File: src/rtl/lsu_dccm_bank_ctl_pkg.sv
// Shared DCCM definitions: default word geometry and the address-to-bank mapping.
package lsu_dccm_bank_ctl_pkg;

    localparam int DCCM_DATA_WIDTH = 32;
    localparam int DCCM_ECC_WIDTH  = 7;
    localparam int DCCM_FDATA      = DCCM_DATA_WIDTH + DCCM_ECC_WIDTH;

    // Banks interleave on bank words; the byte offset inside a word is skipped.
    function automatic logic [3:0] dccm_bank_idx(input logic [31:0] addr,
                                                 input int          data_width,
                                                 input int          num_banks);
        logic [31:0] word_addr;
        word_addr = addr >> $clog2(data_width / 8);
        return 4'(word_addr & 32'(num_banks - 1));
    endfunction

endpackage

File: src/rtl/lsu_dccm_starve_ctr.sv
// Counts consecutive commit attempts lost to loads; saturates and raises starve_force.
// Registered count, force is a same-cycle decode of it; clr wins over inc.
module lsu_dccm_starve_ctr #(
    parameter int STARVE_MAX = 3
) (
    input  logic clk,
    input  logic rst_l,
    input  logic inc,
    input  logic clr,
    output logic starve_force
);

    logic [3:0] cnt;

    always_ff @(posedge clk) begin
        if (!rst_l) begin
            cnt <= '0;
        end else if (clr) begin
            cnt <= '0;
        end else if (inc && (cnt != 4'(STARVE_MAX))) begin
            cnt <= cnt + 4'd1;
        end
    end

    assign starve_force = (cnt == 4'(STARVE_MAX));

endmodule

File: src/rtl/lsu_dccm_bank_ctl.sv
// Multi-bank DCCM port control: load/commit arbitration (same-cycle enables), 2-cycle read to DC3,
// freeze holds DC2/DC3 and blocks commits. Optional ECC scrub write-back under LSU_DCCM_SCRUB_EN.
module lsu_dccm_bank_ctl
    import lsu_dccm_bank_ctl_pkg::*;
#(
    parameter int NUM_BANKS  = 4,
    parameter int DATA_WIDTH = DCCM_DATA_WIDTH,
    parameter int ECC_WIDTH  = DCCM_ECC_WIDTH,
    parameter int ADDR_BITS  = 16,
    parameter int STARVE_MAX = 3
) (
    input  logic                                      clk,
    input  logic                                      rst_l,
    input  logic                                      freeze_dc3,
    input  logic                                      ld_valid_dc1,
    input  logic [ADDR_BITS-1:0]                      ld_addr_lo_dc1,
    input  logic [ADDR_BITS-1:0]                      ld_addr_hi_dc1,
    output logic                                      ld_stall_dc1,
    input  logic                                      stbuf_req,
    input  logic [ADDR_BITS-1:0]                      stbuf_addr,
    input  logic [DATA_WIDTH+ECC_WIDTH-1:0]           stbuf_wdata,
    output logic                                      stbuf_commit,
    output logic [NUM_BANKS-1:0]                      dccm_rden,
    output logic [NUM_BANKS-1:0]                      dccm_wren,
    output logic [NUM_BANKS*ADDR_BITS-1:0]            dccm_addr,
    output logic [DATA_WIDTH+ECC_WIDTH-1:0]           dccm_wdata,
    input  logic [NUM_BANKS*(DATA_WIDTH+ECC_WIDTH)-1:0] dccm_rdata,
    output logic                                      rd_valid_dc3,
    output logic [DATA_WIDTH+ECC_WIDTH-1:0]           rd_data_lo_dc3,
    output logic [DATA_WIDTH+ECC_WIDTH-1:0]           rd_data_hi_dc3,
    input  logic                                      sb_err_dc3,
    input  logic [DATA_WIDTH+ECC_WIDTH-1:0]           corr_data_dc3,
    input  logic [ADDR_BITS-1:0]                      corr_addr_dc3
);

    localparam int FD = DATA_WIDTH + ECC_WIDTH;
    localparam int BW = $clog2(NUM_BANKS);

    logic [BW-1:0] lo_bank, hi_bank, sb_bank;
    logic          conflict, starve_force, force_win, commit, starve_inc, ld_go;
    logic [NUM_BANKS-1:0] rd_oh, wr_oh;
    logic [ADDR_BITS-1:0] wr_addr;
    logic [FD-1:0]        wr_data;
    logic [FD-1:0]        rdata_arr [NUM_BANKS];

    logic          scrub_go;
    logic [BW-1:0] scrub_bank;
    logic [FD-1:0] scrub_data;
    logic [ADDR_BITS-1:0] scrub_addr;

    assign lo_bank = BW'(dccm_bank_idx(32'(ld_addr_lo_dc1), DATA_WIDTH, NUM_BANKS));
    assign hi_bank = BW'(dccm_bank_idx(32'(ld_addr_hi_dc1), DATA_WIDTH, NUM_BANKS));
    assign sb_bank = BW'(dccm_bank_idx(32'(stbuf_addr), DATA_WIDTH, NUM_BANKS));

    // Outputs are qualified with rst_l so every enable reads 0 while reset is held.
    assign conflict   = ld_valid_dc1 & stbuf_req & ((sb_bank == lo_bank) | (sb_bank == hi_bank));
    assign force_win  = rst_l & ~freeze_dc3 & conflict & starve_force;
    assign commit     = rst_l & stbuf_req & ~freeze_dc3 & (~conflict | starve_force | ~ld_valid_dc1);
    assign starve_inc = rst_l & ~freeze_dc3 & conflict & ~starve_force;
    assign ld_go      = rst_l & ld_valid_dc1 & ~freeze_dc3 & ~force_win;

    lsu_dccm_starve_ctr #(
        .STARVE_MAX   (STARVE_MAX)
    ) u_starve_ctr (
        .clk          (clk),
        .rst_l        (rst_l),
        .inc          (starve_inc),
        .clr          (commit),
        .starve_force (starve_force)
    );

`ifdef LSU_DCCM_SCRUB_EN
    localparam int OFF = $clog2(DATA_WIDTH / 8);

    logic scrub_vld, scrub_ld_hit, scrub_kill;

    assign scrub_bank   = BW'(dccm_bank_idx(32'(scrub_addr), DATA_WIDTH, NUM_BANKS));
    assign scrub_ld_hit = ld_valid_dc1 & ((lo_bank == scrub_bank) | (hi_bank == scrub_bank));
    assign scrub_go     = rst_l & scrub_vld & ~stbuf_req & ~scrub_ld_hit;
    // A newer commit to the same word makes the corrected copy stale.
    assign scrub_kill   = commit & (stbuf_addr[ADDR_BITS-1:OFF] == scrub_addr[ADDR_BITS-1:OFF]);

    always_ff @(posedge clk) begin
        if (!rst_l) begin
            scrub_vld <= 1'b0;
        end else if (scrub_vld) begin
            if (scrub_go || scrub_kill) begin
                scrub_vld <= 1'b0;
            end
        end else if (sb_err_dc3 && !freeze_dc3) begin
            scrub_vld <= 1'b1;
        end
    end

    always_ff @(posedge clk) begin
        if (!scrub_vld && sb_err_dc3 && !freeze_dc3) begin
            scrub_data <= corr_data_dc3;
            scrub_addr <= corr_addr_dc3;
        end
    end
`else
    logic scrub_unused;
    assign scrub_unused = ^{sb_err_dc3, corr_data_dc3, corr_addr_dc3};
    assign scrub_go     = 1'b0;
    assign scrub_bank   = '0;
    assign scrub_data   = '0;
    assign scrub_addr   = '0;
`endif

    assign rd_oh = ld_go ? ((NUM_BANKS'(1) << lo_bank) | (NUM_BANKS'(1) << hi_bank)) : '0;

    always_comb begin
        wr_oh   = '0;
        wr_addr = '0;
        wr_data = '0;
        if (commit) begin
            wr_oh   = NUM_BANKS'(1) << sb_bank;
            wr_addr = stbuf_addr;
            wr_data = stbuf_wdata;
        end else if (scrub_go) begin
            wr_oh   = NUM_BANKS'(1) << scrub_bank;
            wr_addr = scrub_addr;
            wr_data = scrub_data;
        end
    end

    // Read and write never target the same bank in one cycle, so the order here is moot.
    always_comb begin
        dccm_addr = '0;
        for (int b = 0; b < NUM_BANKS; b++) begin
            if (wr_oh[b]) begin
                dccm_addr[b*ADDR_BITS +: ADDR_BITS] = wr_addr;
            end
            if (rd_oh[b]) begin
                dccm_addr[b*ADDR_BITS +: ADDR_BITS] = (BW'(b) == lo_bank) ? ld_addr_lo_dc1
                                                                          : ld_addr_hi_dc1;
            end
        end
    end

    assign dccm_rden    = rd_oh;
    assign dccm_wren    = wr_oh;
    assign dccm_wdata   = wr_data;
    assign stbuf_commit = commit;
    assign ld_stall_dc1 = force_win;

    for (genvar g = 0; g < NUM_BANKS; g++) begin : g_rdata
        assign rdata_arr[g] = dccm_rdata[g*FD +: FD];
    end

    logic          dc2_vld, dc3_vld;
    logic [BW-1:0] dc2_lo_bank, dc2_hi_bank;
    logic [FD-1:0] dc3_lo, dc3_hi;

    // Frozen cycles issue no reads, so the macro outputs stay on the word DC2 is waiting for.
    always_ff @(posedge clk) begin
        if (!rst_l) begin
            dc2_vld     <= 1'b0;
            dc2_lo_bank <= '0;
            dc2_hi_bank <= '0;
            dc3_vld     <= 1'b0;
            dc3_lo      <= '0;
            dc3_hi      <= '0;
        end else if (!freeze_dc3) begin
            dc2_vld <= ld_go;
            if (ld_go) begin
                dc2_lo_bank <= lo_bank;
                dc2_hi_bank <= hi_bank;
            end
            dc3_vld <= dc2_vld;
            if (dc2_vld) begin
                dc3_lo <= rdata_arr[dc2_lo_bank];
                dc3_hi <= rdata_arr[dc2_hi_bank];
            end
        end
    end

    assign rd_valid_dc3   = dc3_vld;
    assign rd_data_lo_dc3 = dc3_lo;
    assign rd_data_hi_dc3 = dc3_hi;

endmodule

File: config.mk
export PLATFORM = sky130hd
export DESIGN_NAME = lsu_dccm_bank_ctl
export DESIGN_NICKNAME = d
export VERILOG_FILES = /design/src/rtl/lsu_dccm_bank_ctl_pkg.sv /design/src/rtl/lsu_dccm_starve_ctr.sv /design/src/rtl/lsu_dccm_bank_ctl.sv
export SDC_FILE = /design/constraint.sdc
export NUM_CORES = 1
export LEC_CHECK = 0
export ABC_CLOCK_PERIOD_IN_PS = 4600
export BUFFER_PORTS_ARGS = -buffer_cell sky130_fd_sc_hd__buf_2
export CELL_PAD_IN_SITES_DETAIL_PLACEMENT = 2
export CELL_PAD_IN_SITES_GLOBAL_PLACEMENT = 2
export CORE_AREA = 2 2 195 197
export DETAILED_ROUTE_END_ITERATION = 10
export DIE_AREA = 0 0 197 199
export PLACE_DENSITY_LB_ADDON = 0.25
export SLEW_MARGIN = 10
export SYNTH_ARGS = -nofsm -noshare
export SYNTH_HDL_FRONTEND = slang
export SYNTH_SLANG_ARGS = --single-unit
File: constraint.sdc
create_clock -name clk -period 4.6 [get_ports clk]
set_input_delay 0.46 -clock clk [delete_from_list [all_inputs] [get_ports clk]]
set_output_delay 0.46 -clock clk [all_outputs]
set_load 0.01 [all_outputs]
Word level (Yosys, flattened, before mapping)
Cells that the tools add are included.

cells by class
  bitwise operators = 24
  muxes and demuxes = 22
  $lt $le $gt $ge = 2
  eq/ne operators = 7
  add/subtract/negate cells = 1
  shift-type cells = 3
  reductions and logical operators = 5

operators by type and width
  kind                   count
  $mux W16               13
  $mux W39               5
  $bmux W39 S2           2
  $and A1 B1 Y1          12
  $shl A1 B2 Y4 const A  3
  $mux W4                2
  $ge A3 B3 Y1 const B   2
  $not A1 Y1             6
  $not A2 Y3             2
  $add A4 B1 Y4 const B  1
  $eq A2 B2 Y1           2
  $eq A2 B2 Y1 const A   2
  $eq A4 B2 Y1 const B   1
  $ne A4 B2 Y1 const B   1
  $or A4 B4 Y4           1
  $reduce_and A2 Y1      2
  $or A1 B1 Y1           3
  $eq A1 B2 Y1 const A   1
  $logic_not A2 Y1       1
  $reduce_or A2 Y1       1
  $logic_and A1 B1 Y1    1

storage, ports and cells
  register bits = 88
  output and inout bits = 192
  word-level logic and storage cells = 71
  bits of input ports = 304

Depth between registers and ports, before layout
  word-level depth = 10
  mapped depth = 7
  gate-level depth less buffers = 5

Modules after synthesis
Synthesis repeated with hierarchy kept, for this count alone.

second synthesis, totals
  cell total of the unflattened synthesis = 735
  area, all modules = 7013.0 µm²

modules (own cells, without submodules)
  module               cells each  instances  area each (µm²)  seq. area each (µm²)
  lsu_dccm_bank_ctl    714         1          6824.0           1681.6
  lsu_dccm_starve_ctr  21          1          188.9            80.1

Worst setup path after synthesis
Ideal clock, no wire load.

  path type = reg-to-output
  start point = reg u_starve_ctr.cnt[0]
  end point = out dccm_addr[10]
  stages on the path, launching flop included = 7
  data required time = 4.140 ns
  data arrival time = 1.834 ns
  slack = 2.306 ns
  path buffers = 1
  cell sequence = dfxtp_1 -> ha_1 -> or2b_1 -> o21a_2 -> a2111oi_4 -> buf_6 -> o2bb2ai_1

between the ends
  cells in the longest elaborated chain, start to end = 7
  elaborated cells between the ends (all ways) = 12
  those cells by class = eq/ne (1); mux (5); bitwise (6)

ends and longest elaborated chain
  element                     RTL line                   source
  start: declaration          lsu_dccm_starve_ctr.sv:13  logic [3:0] cnt;
  start signal: assignment    lsu_dccm_starve_ctr.sv:21  cnt <= cnt + 4'd1;
  $eq A4 B2 Y1                lsu_dccm_starve_ctr.sv:25  assign starve_force = (cnt == 4'(STARVE_MAX));
  $or A1 B1 Y1 (2 in series)  lsu_dccm_bank_ctl.sv:58    assign commit = rst_l & stbuf_req & ~freeze_dc3 & (~conflict | starve_force | ~ld_valid_dc1);
  $and A1 B1 Y1               lsu_dccm_bank_ctl.sv:58
  $mux W4                     lsu_dccm_bank_ctl.sv:116   if (commit) begin
  via dccm_wren[0]            lsu_dccm_bank_ctl.sv:24    output logic [NUM_BANKS-1:0] dccm_wren,
  $mux W16                    lsu_dccm_bank_ctl.sv:131   if (wr_oh[b]) begin
  $mux W16                    lsu_dccm_bank_ctl.sv:134   if (rd_oh[b]) begin
  end: declaration            lsu_dccm_bank_ctl.sv:25    output logic [NUM_BANKS*ADDR_BITS-1:0] dccm_addr,

The timed path passes the listed nets, and every way through them passes these cells.

Final worst setup path
  start point = in stbuf_addr[2]
  end point = out dccm_addr[60]

between the ends
  cells in the longest elaborated chain, start to end = 10
  elaborated cells between the ends (all ways) = 18
  those cells by class = eq/ne (2); shift (1); mux (5); bitwise (10)

ends and longest elaborated chain
  element                              RTL line                  source
  start: declaration                   lsu_dccm_bank_ctl.sv:20   input logic [ADDR_BITS-1:0] stbuf_addr,
  $eq A2 B2 Y1                         lsu_dccm_bank_ctl.sv:56   assign conflict = ld_valid_dc1 & stbuf_req & ((sb_bank == lo_bank) | (sb_bank == hi_bank));
  $or A1 B1 Y1                         lsu_dccm_bank_ctl.sv:56
  $and A1 B1 Y1                        lsu_dccm_bank_ctl.sv:56
  $not A1 Y1                           lsu_dccm_bank_ctl.sv:58
  $or A1 B1 Y1 (2 in series)           lsu_dccm_bank_ctl.sv:58
  $and A1 B1 Y1                        lsu_dccm_bank_ctl.sv:58
  $mux W16 or $mux W4 (tied branches)  lsu_dccm_bank_ctl.sv:116
  $mux W16                             lsu_dccm_bank_ctl.sv:131
  $mux W16 *                           lsu_dccm_bank_ctl.sv:134

Every way passes the cells marked *; elsewhere a longest branch is shown, timed or not.

==> impl_metrics.yaml <==
critical_path:
  path_class: "in2out"
  critical_path.startpoint: "stbuf_addr[2]"
  rr_worst_depth: 3
  cp_top_family: "compound AO/OA/AOI/OAI gates"
  cpPeakStageDelay_ns: 0.86
  crit_end: "dccm_addr[60]"
  cp.arrival_ns: 2.82
  critPathMostFrequentCell: "buf_2"
  timing.rr.start: "dc2_hi_bank[0]$_SDFFE_PN0P_"
  end_kind: "primary output"
  path_buf_inv: 2
  required_ns: 4.14
  cp.depth: 6
  crit_path_max_fanout: 19
  r2r_slack_ns: 2.68
  path_cells: "buf_2, xor2_1, o22a_1, o211ai_2, o22ai_1, buf_2"
  worst_path_max_delay_cell: "o211ai_2"
  cp-start-kind: "input pin"
  rr_endpoint: "rd_data_hi_dc3[31]$_SDFFE_PN0P_"
logic_synthesis:
  ys_types: 46
  avgSynthCellArea_um2: 9.44
  yosys_warnings: 0
  ys_seq_area_share_pct: 25.3
  async_reset_ff_share_pct: 0
  synth_edf_count: 0
  yosys_most_used_dff: "dfxtp_1"
  syn_inst: 737
  syn_area_mm2: 0.00696
  synth.ff_latch_count: 88
finish:
  drive_gt1_share_pct: 49.6
  nNetsFinal: 1423
  final_core_util_pct: 26.3
  area_growth_syn_to_layout_pct: 40.3
  n_antenna_cell: 0
  n_fill_cell: 4303
power:
  leakage_nw: 4.33
  pwr-share-seq_pct: 38.4
  powerDensity_mw_per_mm2: 220
  comb_power_share_pct: 26.7
  internal_power_w: 0.00149
  clockPowerShare_pct: 34.9
  switching_share_pct: 30.4
  ir_drop_mv: 0.152
  switching_power_w: 0.000653
job:
  maxCapViolations: 0
placed_design:
  place.gp.congestion: 0.758
  dp_hpwl_mm: 24.6
  io_buffers: 435
sta:
  timing.fmax_mhz: 305
  maxSlewViolCount: 0
  period_minus_slack_ns: 3.28
  fin_skew_ns: 0.00770
  fin_tns_setup_ns: 0
  slew-limit-headroom_pct: 31.1
  hold_viol: 0
  rsz0062_at_grt: "no"
  tightest_slew_ns: 1.03
  finalSetupViolCount: 0
  fin_crit_sh_pct: 71.4
route:
  first_pass_iters: 4
  vias: 7417
  ant_nets: 0
  first_iter_violations: 240
  routed_wl_mm: 33.0
  via_per_inst: 4.65
  wl_per_cell_um: 20.7
  post-route-drc-count: 0
global_routing:
  antenna_found_initial: 2
  grt_pass1_wl_mm: 48.7
  grt-ovfl-total: 0
  grt_pass1_vias: 7990
  grt_max_degree: 93
  grt_util_all_layers_pct: 16.3
clocking:
  cts_setup_buffers: 0
  cts_root_buf: "clkbuf_16"
  cts_buffers: 9
  clkSinkCount: 88
  cts_tree: "yes"
  path_clk_slew_ns: 0.06
  cts_hold_buf: 0
  clk_path_buf_depth: 2
  cts_resized: 0
  clk_latency_ns: 0.36
  htreeDepth: 3
floorplanning:
  die-area_mm2: 0.0392
  rows: 71
  coreArea_mm2: 0.0371
  fp.dieW_um: 197
  die_y_um: 199
  start_util_pct: 18.7
  io_pins: 496
outcome:
  outcome: "finished clean"
worst_hold_path:
  min_path_type: "in2reg"
[metrics by stage]
stage | setup WS (ns) | instance area [um2] | std cells | power [W] | hold WS [ns]
after global placement | 1.34 | 9480 | 1581 | 0.00141 | 0.450
after CTS | 1.28 | 9760 | 1596 | 0.00220 | 0.411
after floorplan | 2.31 | 6970 | 740 | 0.00116 | 0.443
after detailed placement | 1.28 | 9480 | 1581 | 0.00143 | 0.460
final | 1.32 | 9760 | 1596 | 0.00215 | 0.440
after global routing | 1.13 | 9760 | 1596 | 0.00229 | 0.433
[area by class of cell]
cell class              count  area (um2)  share of cell area, %
flip-flops and latches     88        1770                   18.1
repair buffers            445        2250                   23.1
inverters                   5        18.8                  0.192
multi-input cells         569        4840                   49.6
well taps                 474         593                   6.07
clock buffers              10         229                   2.34
clock inverters             5        55.1                  0.564
[synth_stat cells (3+ instances only)]
master,count,share of area [%]
clkbuf_1,30,1.6
and3b_1,3,0.38
xor2_1,4,0.50
buf_1,17,0.92
inv_1,5,0.27
nand2_1,182,9.8
o22ai_1,28,2.5
and2_1,40,3.6
o21ai_0,6,0.43
nor2_1,5,0.27
mux4_2,78,25
buf_4,8,0.86
nor2b_1,5,0.45
buf_2,19,1.4
o2bb2ai_1,28,3.5
and3_1,5,0.45
dfxtp_1,88,25
buf_6,3,0.49
nand3_1,10,0.72
a21boi_0,80,8.6
nand4_1,4,0.36
a32oi_1,4,0.50
mux2i_1,56,8.1
[per-layer routing]
metal | share of wire [%] | global-route usage (%)
met2 | 49 | 28.7
met4 | 0.96 | 3.15
met5 | 0.079 | 0
met3 | 8.9 | 5.75
met1 | 41 | 19.1
[cell usage in the layout (no fill, tap or decap), drive strengths merged, types with 2 or more instances in the layout]
| cell type | count |
|---|---|
| buf | 445 |
| nand2 | 182 |
| dfxtp | 88 |
| a21boi | 80 |
| mux4 | 78 |
| mux2i | 56 |
| and2 | 40 |
| o22ai | 29 |
| o2bb2ai | 28 |
| nand3 | 10 |
| clkbuf | 10 |
| o21ai | 8 |
| inv | 7 |
| nor2 | 6 |
| and3 | 5 |
| nor2b | 5 |
| xor2 | 4 |
| nand4 | 4 |
| a32oi | 4 |
| conb | 4 |
| and3b | 3 |
| o221ai | 3 |
| o211ai | 3 |
| nand3b | 2 |
| nor3 | 2 |
| clkinv | 2 |
| a21oi | 2 |
| nand2b | 2 |
[power by group through the flow]
stage	clock network (W)	logic (W)	registers (W)
global placement	0	0.000573	0.000842
finish	0.000749	0.000573	0.000823
floorplan	0	0.000332	0.000826
CTS	0.000794	0.000584	0.000826
detailed placement	0	0.000582	0.000844
global route	0.000828	0.000627	0.000832
[how the worst min path moves through the flow]
| stage | startpoint | endpoint | slack (ns) | cells after the start |
|---|---|---|---|---|
| floorplan | dc2_vld$_SDFFE_PN0N_ | dc2_vld$_SDFFE_PN0N_ | 0.44 | 2 |
| global placement | rd_data_lo_dc3[27]$_SDFFE_PN0P_ | rd_data_lo_dc3[27]$_SDFFE_PN0P_ | 0.45 | 2 |
| detailed placement | rd_data_hi_dc3[12]$_SDFFE_PN0P_ | rd_data_hi_dc3[12]$_SDFFE_PN0P_ | 0.46 | 2 |
| CTS | rst_l | u_starve_ctr.cnt[2]$_SDFFE_PP0P_ | 0.41 | 3 |
| global route | rst_l | u_starve_ctr.cnt[2]$_SDFFE_PP0P_ | 0.43 | 3 |
| finish | rst_l | u_starve_ctr.cnt[3]$_SDFFE_PP0P_ | 0.44 | 2 |
[registers in the layout, summed over array words and instances (netlist names)]
signal,count
rd_valid_dc3,1
dc2_vld,1
rd_data_lo_dc3,39
u_starve_ctr.cnt,4
dc2_lo_bank,2
dc2_hi_bank,2
rd_data_hi_dc3,39
[cell families (layout without fill, tap and decap cells)]
| kind of cell | Yosys count | in the layout | share of synthesized area (%) |
|---|---|---|---|
| AO/OA/AOI/OAI | 163 | 163 | 18.1 |
| XOR/XNOR | 4 | 4 | 0.503 |
| adder cells (fa/ha/maj) | 1 | 1 | 0.180 |
| buffers and inverters | 83 | 465 | 5.59 |
| flip-flops | 88 | 88 | 25.3 |
| multiplexers | 134 | 134 | 33.3 |
| other | 1 | 4 | 0.0539 |
| AND/OR/NAND/NOR | 263 | 263 | 16.9 |
Note: power is estimated with default switching activity, not from simulation.
